<file path="config.mk">
export PLATFORM = sky130hd
export DESIGN_NAME = mem_access
export DESIGN_NICKNAME = d
export VERILOG_FILES = /design/src/rtl/mem_access.sv
export SDC_FILE = /design/constraint.sdc
export NUM_CORES = 1
export LEC_CHECK = 0
export ABC_CLOCK_PERIOD_IN_PS = 4780
export BUFFER_PORTS_ARGS = -buffer_cell sky130_fd_sc_hd__buf_2
export CORE_MARGIN = 4
export CORE_UTILIZATION = 30
export CTS_BUF_LIST = sky130_fd_sc_hd__clkbuf_4
export CTS_CLUSTER_SIZE = 10
export DETAILED_ROUTE_END_ITERATION = 10
export HOLD_SLACK_MARGIN = 0.12
export SLEW_MARGIN = 20
export SYNTH_ARGS = -nofsm -noshare
export SYNTH_HDL_FRONTEND = slang
export SYNTH_SLANG_ARGS = --single-unit
</file>
<file path="constraint.sdc">
create_clock -name clk -period 4.78 [get_ports clk]
set_input_delay 0.717 -clock clk [delete_from_list [all_inputs] [get_ports clk]]
set_output_delay 0.717 -clock clk [all_outputs]
set_load 0.03 [all_outputs]
</file>
<file path="src/rtl/mem_access.sv">
// Memory-access stage: registers one execute op, runs the data-memory handshake, returns a
// lane-aligned load word to writeback. Optional trap on misaligned accesses: MEM_ACCESS_MISALIGN_TRAP_EN.
module mem_access #(
   parameter int unsigned AW = 32,
   parameter int unsigned DW = 32
) (
   input  logic          clk,
   input  logic          rst_n,
   input  logic          in_valid,
   input  logic          in_is_mem,
   input  logic [3:0]    in_op_spec,
   input  logic [AW-1:0] in_addr,
   input  logic [DW-1:0] in_wdat,
   input  logic          flush,
   input  logic          stall_in_bk,
   output logic          stall_out_bk,
   output logic          dmem_req_valid,
   input  logic          dmem_req_ready,
   output logic [AW-1:0] dmem_addr,
   output logic          dmem_we,
   output logic [3:0]    dmem_be,
   output logic [DW-1:0] dmem_wdat,
   input  logic          dmem_rsp_valid,
   input  logic [DW-1:0] dmem_rsp_dat,
   output logic          out_valid,
   output logic [DW-1:0] out_mem_dat,
   output logic          out_misalign
);

   typedef enum logic [2:0] {StIdle, StReq, StWait, StDone, StDrain} state_t;

   state_t        state_q;
   logic [AW-1:0] dmem_addr_q;
   logic          dmem_we_q;
   logic [3:0]    dmem_be_q;
   logic [DW-1:0] dmem_wdat_q;
   logic [1:0]    shift_q;
   logic [DW-1:0] out_mem_dat_q;

   logic          in_known;
   logic          in_store;
   logic [3:0]    in_be;
   logic [DW-1:0] in_lane;
   logic [1:0]    in_shift;
   logic          trap;

   // Opcodes 1000-1111 fall back to the non-memory path.
   always_comb begin
      in_known = in_is_mem && !in_op_spec[3];
      in_store = in_op_spec[2] && (in_op_spec[1] || in_op_spec[0]);
      in_be    = 4'b1111;
      in_lane  = in_wdat;
      in_shift = 2'b00;
      unique case (in_op_spec[2:0])
         3'd0, 3'd3, 3'd5: begin
            in_be    = 4'b0001 << in_addr[1:0];
            in_lane  = {4{in_wdat[7:0]}};
            in_shift = in_addr[1:0];
         end
         3'd1, 3'd4, 3'd6: begin
            in_be    = 4'b0011 << {in_addr[1], 1'b0};
            in_lane  = {2{in_wdat[15:0]}};
            in_shift = {in_addr[1], 1'b0};
         end
         3'd2, 3'd7: begin
            in_be    = 4'b1111;
            in_lane  = in_wdat;
            in_shift = 2'b00;
         end
      endcase
   end

`ifdef MEM_ACCESS_MISALIGN_TRAP_EN
   logic is_half;
   logic is_word;
   logic misalign_q;
   assign is_half      = (in_op_spec[2:0] == 3'd1) || (in_op_spec[2:0] == 3'd4) ||
                         (in_op_spec[2:0] == 3'd6);
   assign is_word      = (in_op_spec[2:0] == 3'd2) || (in_op_spec[2:0] == 3'd7);
   assign trap         = in_known && ((is_half && in_addr[0]) || (is_word && (|in_addr[1:0])));
   assign out_misalign = misalign_q;
`else
   assign trap         = 1'b0;
   assign out_misalign = 1'b0;
`endif

   always_ff @(posedge clk or negedge rst_n) begin
      if (!rst_n) begin
         state_q       <= StIdle;
         dmem_addr_q   <= '0;
         dmem_we_q     <= 1'b0;
         dmem_be_q     <= '0;
         dmem_wdat_q   <= '0;
         shift_q       <= '0;
         out_mem_dat_q <= '0;
`ifdef MEM_ACCESS_MISALIGN_TRAP_EN
         misalign_q    <= 1'b0;
`endif
      end else begin
         unique case (state_q)
            StIdle: begin
               if (in_valid && !flush) begin
                  out_mem_dat_q <= '0;
`ifdef MEM_ACCESS_MISALIGN_TRAP_EN
                  misalign_q    <= trap;
`endif
                  if (in_known && !trap) begin
                     dmem_addr_q <= {in_addr[AW-1:2], 2'b00};
                     dmem_we_q   <= in_store;
                     dmem_be_q   <= in_be;
                     dmem_wdat_q <= in_lane;
                     shift_q     <= in_shift;
                     state_q     <= StReq;
                  end else begin
                     state_q     <= StDone;
                  end
               end
            end
            StReq: begin
               // A store that handshakes is committed even if flushed.
               if (dmem_req_ready) begin
                  if (flush) state_q <= dmem_we_q ? StIdle : StDrain;
                  else       state_q <= dmem_we_q ? StDone : StWait;
               end else if (flush) begin
                  state_q <= StIdle;
               end
            end
            StWait: begin
               if (flush) begin
                  state_q <= dmem_rsp_valid ? StIdle : StDrain;
               end else if (dmem_rsp_valid) begin
                  out_mem_dat_q <= dmem_rsp_dat >> {shift_q, 3'b000};
                  state_q       <= StDone;
               end
            end
            StDone: begin
               if (flush || !stall_in_bk) begin
                  out_mem_dat_q <= '0;
`ifdef MEM_ACCESS_MISALIGN_TRAP_EN
                  misalign_q    <= 1'b0;
`endif
                  state_q       <= StIdle;
               end
            end
            StDrain: begin
               if (dmem_rsp_valid) state_q <= StIdle;
            end
            default: state_q <= StIdle;
         endcase
      end
   end

   assign stall_out_bk   = (state_q != StIdle);
   assign dmem_req_valid = (state_q == StReq);
   assign out_valid      = (state_q == StDone);
   assign dmem_addr      = dmem_addr_q;
   assign dmem_we        = dmem_we_q;
   assign dmem_be        = dmem_be_q;
   assign dmem_wdat      = dmem_wdat_q;
   assign out_mem_dat    = out_mem_dat_q;

endmodule

</file>
# Yosys cells after proc, flatten, opt, wreduce, memory -nomap -nowiden
# Cells that the tools add are included.
[classes]
n_eq_ne = 18
reduce_logical = 18
n_mux = 21
shifts = 3
[op_table]
columns = ["cell", "count"]
rows = [
  ["32-bit case mux with 3 select lines", 2],
  ["32-bit two-way mux", 4],
  ["32-bit by 5-bit right shift with 32-bit output", 1],
  ["3-bit two-way mux", 10],
  ["3-bit equality test (second input constant)", 5],
  ["3-bit case mux with 5 select lines", 1],
  ["3-bit by 2-bit equality test with 1-bit output (second input constant)", 4],
  ["4-bit case mux with 3 select lines", 1],
  ["5-bit AND reduction", 2],
  ["2-bit != test (second input constant)", 4],
  ["3-bit by 1-bit equality test with 1-bit output (second input constant)", 2],
  ["3-bit logical NOT", 2],
  ["2-bit case mux with 3 select lines", 1],
  ["3-bit nonzero test", 2],
  ["3-bit OR reduction", 2],
  ["1-bit by 2-bit << shifter with 4-bit output (first input constant)", 1],
  ["2-bit by 2-bit << shifter with 4-bit output (first input constant)", 1],
  ["1-bit logical AND", 3],
  ["1-bit logical NOT", 3],
  ["3-bit by 2-bit != test with 1-bit output (second input constant)", 1],
  ["3-bit != test (second input constant)", 1],
  ["3-bit AND reduction", 1],
  ["1-bit logical OR", 2],
  ["2-bit two-way mux", 1],
  ["3 further kinds", 3],
]
[word_totals]
out_inout_bits = 105
wordCells = 67
reg_bits = 104
input_bits = 108

# Depth between registers and ports, before layout
[logic_depth]
depth_word = 5
ltp_mapped = 7
ltp_nobuf = 4

# Least setup slack after synthesis
# OpenSTA, ideal clock, no wires.
[synth_timing]
path_kind = "flip-flop to output port"
from = "reg state_q[0]"
to = "out out_valid"
t_arrival_ns = 1.350
path_stages_with_launch = 3
n_path_buf = 1
t_required_ns = 4.063
setup_slack_ns = 2.713
cell_sequence = "dfrtp_1 -> buf_4 -> nor3b_1"
[synth_via]
elab_chain_len = 1
[synth_rtl]
columns = ["item", "line", "source"]
rows = [
  ["from (decl)", "32", "state_t state_q;"],
  ["from (signal assigned)", "89", "state_q <= StIdle;"],
  ["from (signal assigned)", "113", "state_q <= StReq;"],
  ["from (signal assigned)", "115", "state_q <= StDone;"],
  ["3-bit by 2-bit equality test with 1-bit output", "155", "assign out_valid = (state_q == StDone);"],
  ["to (decl)", "25", "output logic out_valid,"],
]
# Every way passes these cells.

# Final worst setup path
[layout_timing]
from = "reg state_q[0]"
to = "reg dmem_wdat_q[16], in the netlist dmem_wdat[16]"
[layout_via]
elab_chain_len = 2
[layout_rtl]
columns = ["item", "line", "source"]
rows = [
  ["3-bit logical NOT", "100", "unique case (state_q)"],
  ["3-bit AND reduction (no source line)", "--", ""],
  ["to (signal assigned)", "111", "dmem_wdat_q <= in_lane;"],
  ["to (decl)", "36", "logic [DW-1:0] dmem_wdat_q;"],
]
# Every way passes these cells.
# A chain may end at the register's enable or synchronous reset.

==> qor.txt <==
=================================================================================
Pin count of the biggest net entering global routing                           68
Count of pins over their slew limit                                             0
Register clock-pin slew on the reported worst setup and hold paths        0.16 ns
Design Power                                                              4480 uW
Category of the most critical setup path                             flop to flop
Number of antenna violations at the first check in global routing               1
Floorplan core area                                                   0.0174 mm^2
Number of hold-repair buffers added at the cts stage                            0
Clock period minus worst slack                                            2.66 ns
Clock latency at the later pin of the worst-skew pair                     0.47 ns
Area of the die                                                       0.0200 mm^2
Initial Util                                                                0.308
Final clock skew                                                        0.0133 ns
Total power divided by cell area                                      678 mW/mm^2
Highest achievable clock rate                                             377 MHz
Count of antenna-violating nets left after detailed routing                     0
End of the critical path                                             dmem_wdat[16]
Slew @ Worst Pin                                                          1.04 ns
Class of the tightest hold or removal check                          primary input to asynchronous set/reset pin
Delay of the slowest cell on the worst path                               0.77 ns
Detailed Place HPWL                                                       11.4 mm
Data required time of the critical path                                   5.14 ns
Final setup violation count                                                     0
Total of cells resized after clock tree synthesis                               0
Number of design rule violations left after detail routing                      0
Yosys warns                                                                     0
Final Net Count                                                               831
Fraction of post-synthesis cell area in the top cell type by area           0.487
Crit path arrival time                                                    3.02 ns
Number of max-capacitance violations reported                                   0
Critical path launch point type                                              flop
Mean post-synth cell area                                               9.98 um^2
Die boundary height                                                        142 um
Boundary pin count                                                            213
Setup repair after global routing missed its margin                         false
Number of inserted diodes                                                       0
CTS Sinks                                                                     104
Number of instances in the synthesized netlist                                536
Maximum clock path buffer count                                                 2
Run status                                                           finished, final reports clean
Flip-flop and latch count after synthesis                                     104
Post-Route Setup TNS                                                         0 ns
Cells along the critical path                                        nor4b_4 -> nand3_2 -> buf_4 -> nand2_1 -> o21ai_0
Overall overflow remaining after global route                                   0
Input/output buffers                                                          209
Drt total wl                                                              15.9 mm
WL/cell                                                                   16.7 um
Beginning of the worst register-to-register path                       state_q[0]
Layout area overhead                                                        23.4%
Maximum fanout count along the critical path                                   55
Post-CTS repair timing setup buffer count                                       0
Clk root buf                                                             clkbuf_4
Critical path startpoint                                               state_q[0]
Async SR Flop Fraction                                                       1.00
Sequential element share of the synthesized area                            0.487
Total number of placement rows                                                 48
Cell type contributing the most total cell area after synthesis           dfrtp_1
Reg-to-reg critical path endpoint                                    dmem_wdat[16]
Register-to-Register Setup Slack                                          2.12 ns
Iteration count of the initial detailed-routing pass                            4
Leakage power figure                                                   0.00357 uW
Slowest library cell on the worst path                                    nand3_2
Total number of vias                                                         4491
Maximum vdd drop                                                           304 uV
Synth top area cells                                                 dfrtp_1, nand2_1, mux2i_1, mux2_4, o21ai_0
Number of enable flip-flop cells after synthesis                                0
Layout cells sized above 1                                                  0.372
Hold Violations, Final                                                          0
H-Tree Level Count                                                              3
Reg2reg path depth                                                              5
Final Wtd Congestion                                                        0.772
Max-slew headroom                                                           0.301
Number of global-route vias before repair                                    4329
CTS tree                                                                      yes
Post-synthesis cell type count                                                 44
Total routing resource utilization after global routing                     0.156
Global-route wire length before repair                                    24.5 mm
DR vias/cell                                                                 4.71
Top_reg_cell synth                                                        dfrtp_1
Starting DRC count in detailed routing                                        157
Final Cycle Share                                                           0.556
Inserted Clock Buffers                                                          9
Die width                                                                  142 um
Post-synthesis instance area                                         0.00535 mm^2
CP Capture Type                                                              flop
=================================================================================
-- layer usage --
metal,share of wire,up-vias,track usage
li1,-,2170,-
met3,0.10,14,0.0610
met5,0.00050,-,0
met4,0.011,2,0.0369
met2,0.44,189,0.240
met1,0.44,2116,0.208
-- flip-flops by register name (all words and copies together) (netlist names) --
signal       flops
shift_q          2
dmem_we          1
dmem_wdat       32
dmem_addr       30
out_mem_dat     32
dmem_be          4
state_q          3
-- layout by cell type, fill, tap and decap left out, types with 8 or more instances in the layout --
cell,Yosys,layout
buf_2,10,208
nand2_1,161,161
dfrtp_1,104,104
mux2i_1,49,49
o21ai_0,30,29
nor2_1,24,24
mux2_4,22,22
a211oi_1,16,16
nor2b_1,13,13
mux2_2,11,11
clkbuf_4,0,11
inv_1,10,10
o221ai_1,8,8
-- per-stage QoR --
| step | setup WS, ns | cell area, um^2 | std cells | hold WS (ns) | util |
|---|---|---|---|---|---|
| 3_5_place_dp | 1.91 | 6480 | 937 | 0.457 | 0.374 |
| 2_1_floorplan | 2.71 | 5360 | 538 | 0.421 | - |
| 3_3_place_gp | 1.96 | 6480 | 937 | 0.454 | 0.374 |
| 6_report | 2.12 | 6600 | 953 | 0.340 | 0.380 |
| 4_1_cts | 2.09 | 6600 | 953 | 0.340 | 0.380 |
| 5_1_grt | 1.86 | 6600 | 953 | 0.355 | 0.380 |
-- power by group --
group | internal (uW) | switching, uW
logic | 871 | 1640
registers | 1280 | 260
clock network | 118 | 310
-- worst max-delay path: cells and delay by family (launching register included) --
family          cells  cell delay (ns)
flops               1             0.58
buf+inv             1             0.56
simple gates        3             1.28
compound gates      1             0.08
-- worst min path at each step --
stage | start | to | slack (ns) | cells past startpoint
floorplan | rst_n | dmem_addr[10] | 0.42 | 0
global placement | shift_q[0] | shift_q[0] | 0.45 | 2
detailed placement | dmem_wdat[4] | dmem_wdat[4] | 0.46 | 2
CTS | rst_n | out_mem_dat[0] | 0.34 | 1
global route | rst_n | out_mem_dat[0] | 0.36 | 1
finish | rst_n | out_mem_dat[0] | 0.34 | 1
-- cells by family after synthesis --
family / synth area share
muxes: 0.177
buffers and inverters: 0.0517
other: 0.000701
DFF: 0.487
xor gates and xnor gates: 0.00468
and+or+nand+nor: 0.186
AOI/OAI and AO/OA: 0.0940
-- area by class of cell --
class,instances,area (um^2)
clock inverter,5,32.5
multi-input combinational,384,2480
clock buffer,11,82.6
inverter,10,37.5
tap,225,282
timing repair buffer,214,1090
sequential,104,2600
fill,1788,10800
-- synth_stat cells (2+ instances only) --
| library cell | instances |
|---|---|
| a21oi_1 | 5 |
| o22a_1 | 3 |
| mux2i_1 | 49 |
| nor2_1 | 24 |
| buf_2 | 10 |
| buf_4 | 8 |
| inv_1 | 10 |
| o221ai_1 | 8 |
| buf_6 | 6 |
| nor3b_1 | 4 |
| nand2b_1 | 5 |
| clkbuf_1 | 14 |
| a2bb2oi_1 | 7 |
| nand2_1 | 161 |
| a211oi_1 | 16 |
| nor2b_1 | 13 |
| o21ai_0 | 30 |
| mux2_4 | 22 |
| nand3b_1 | 2 |
| mux2_2 | 11 |
| nor3_1 | 2 |
| dfrtp_1 | 104 |
Note: power is estimated with default switching activity, not from simulation.
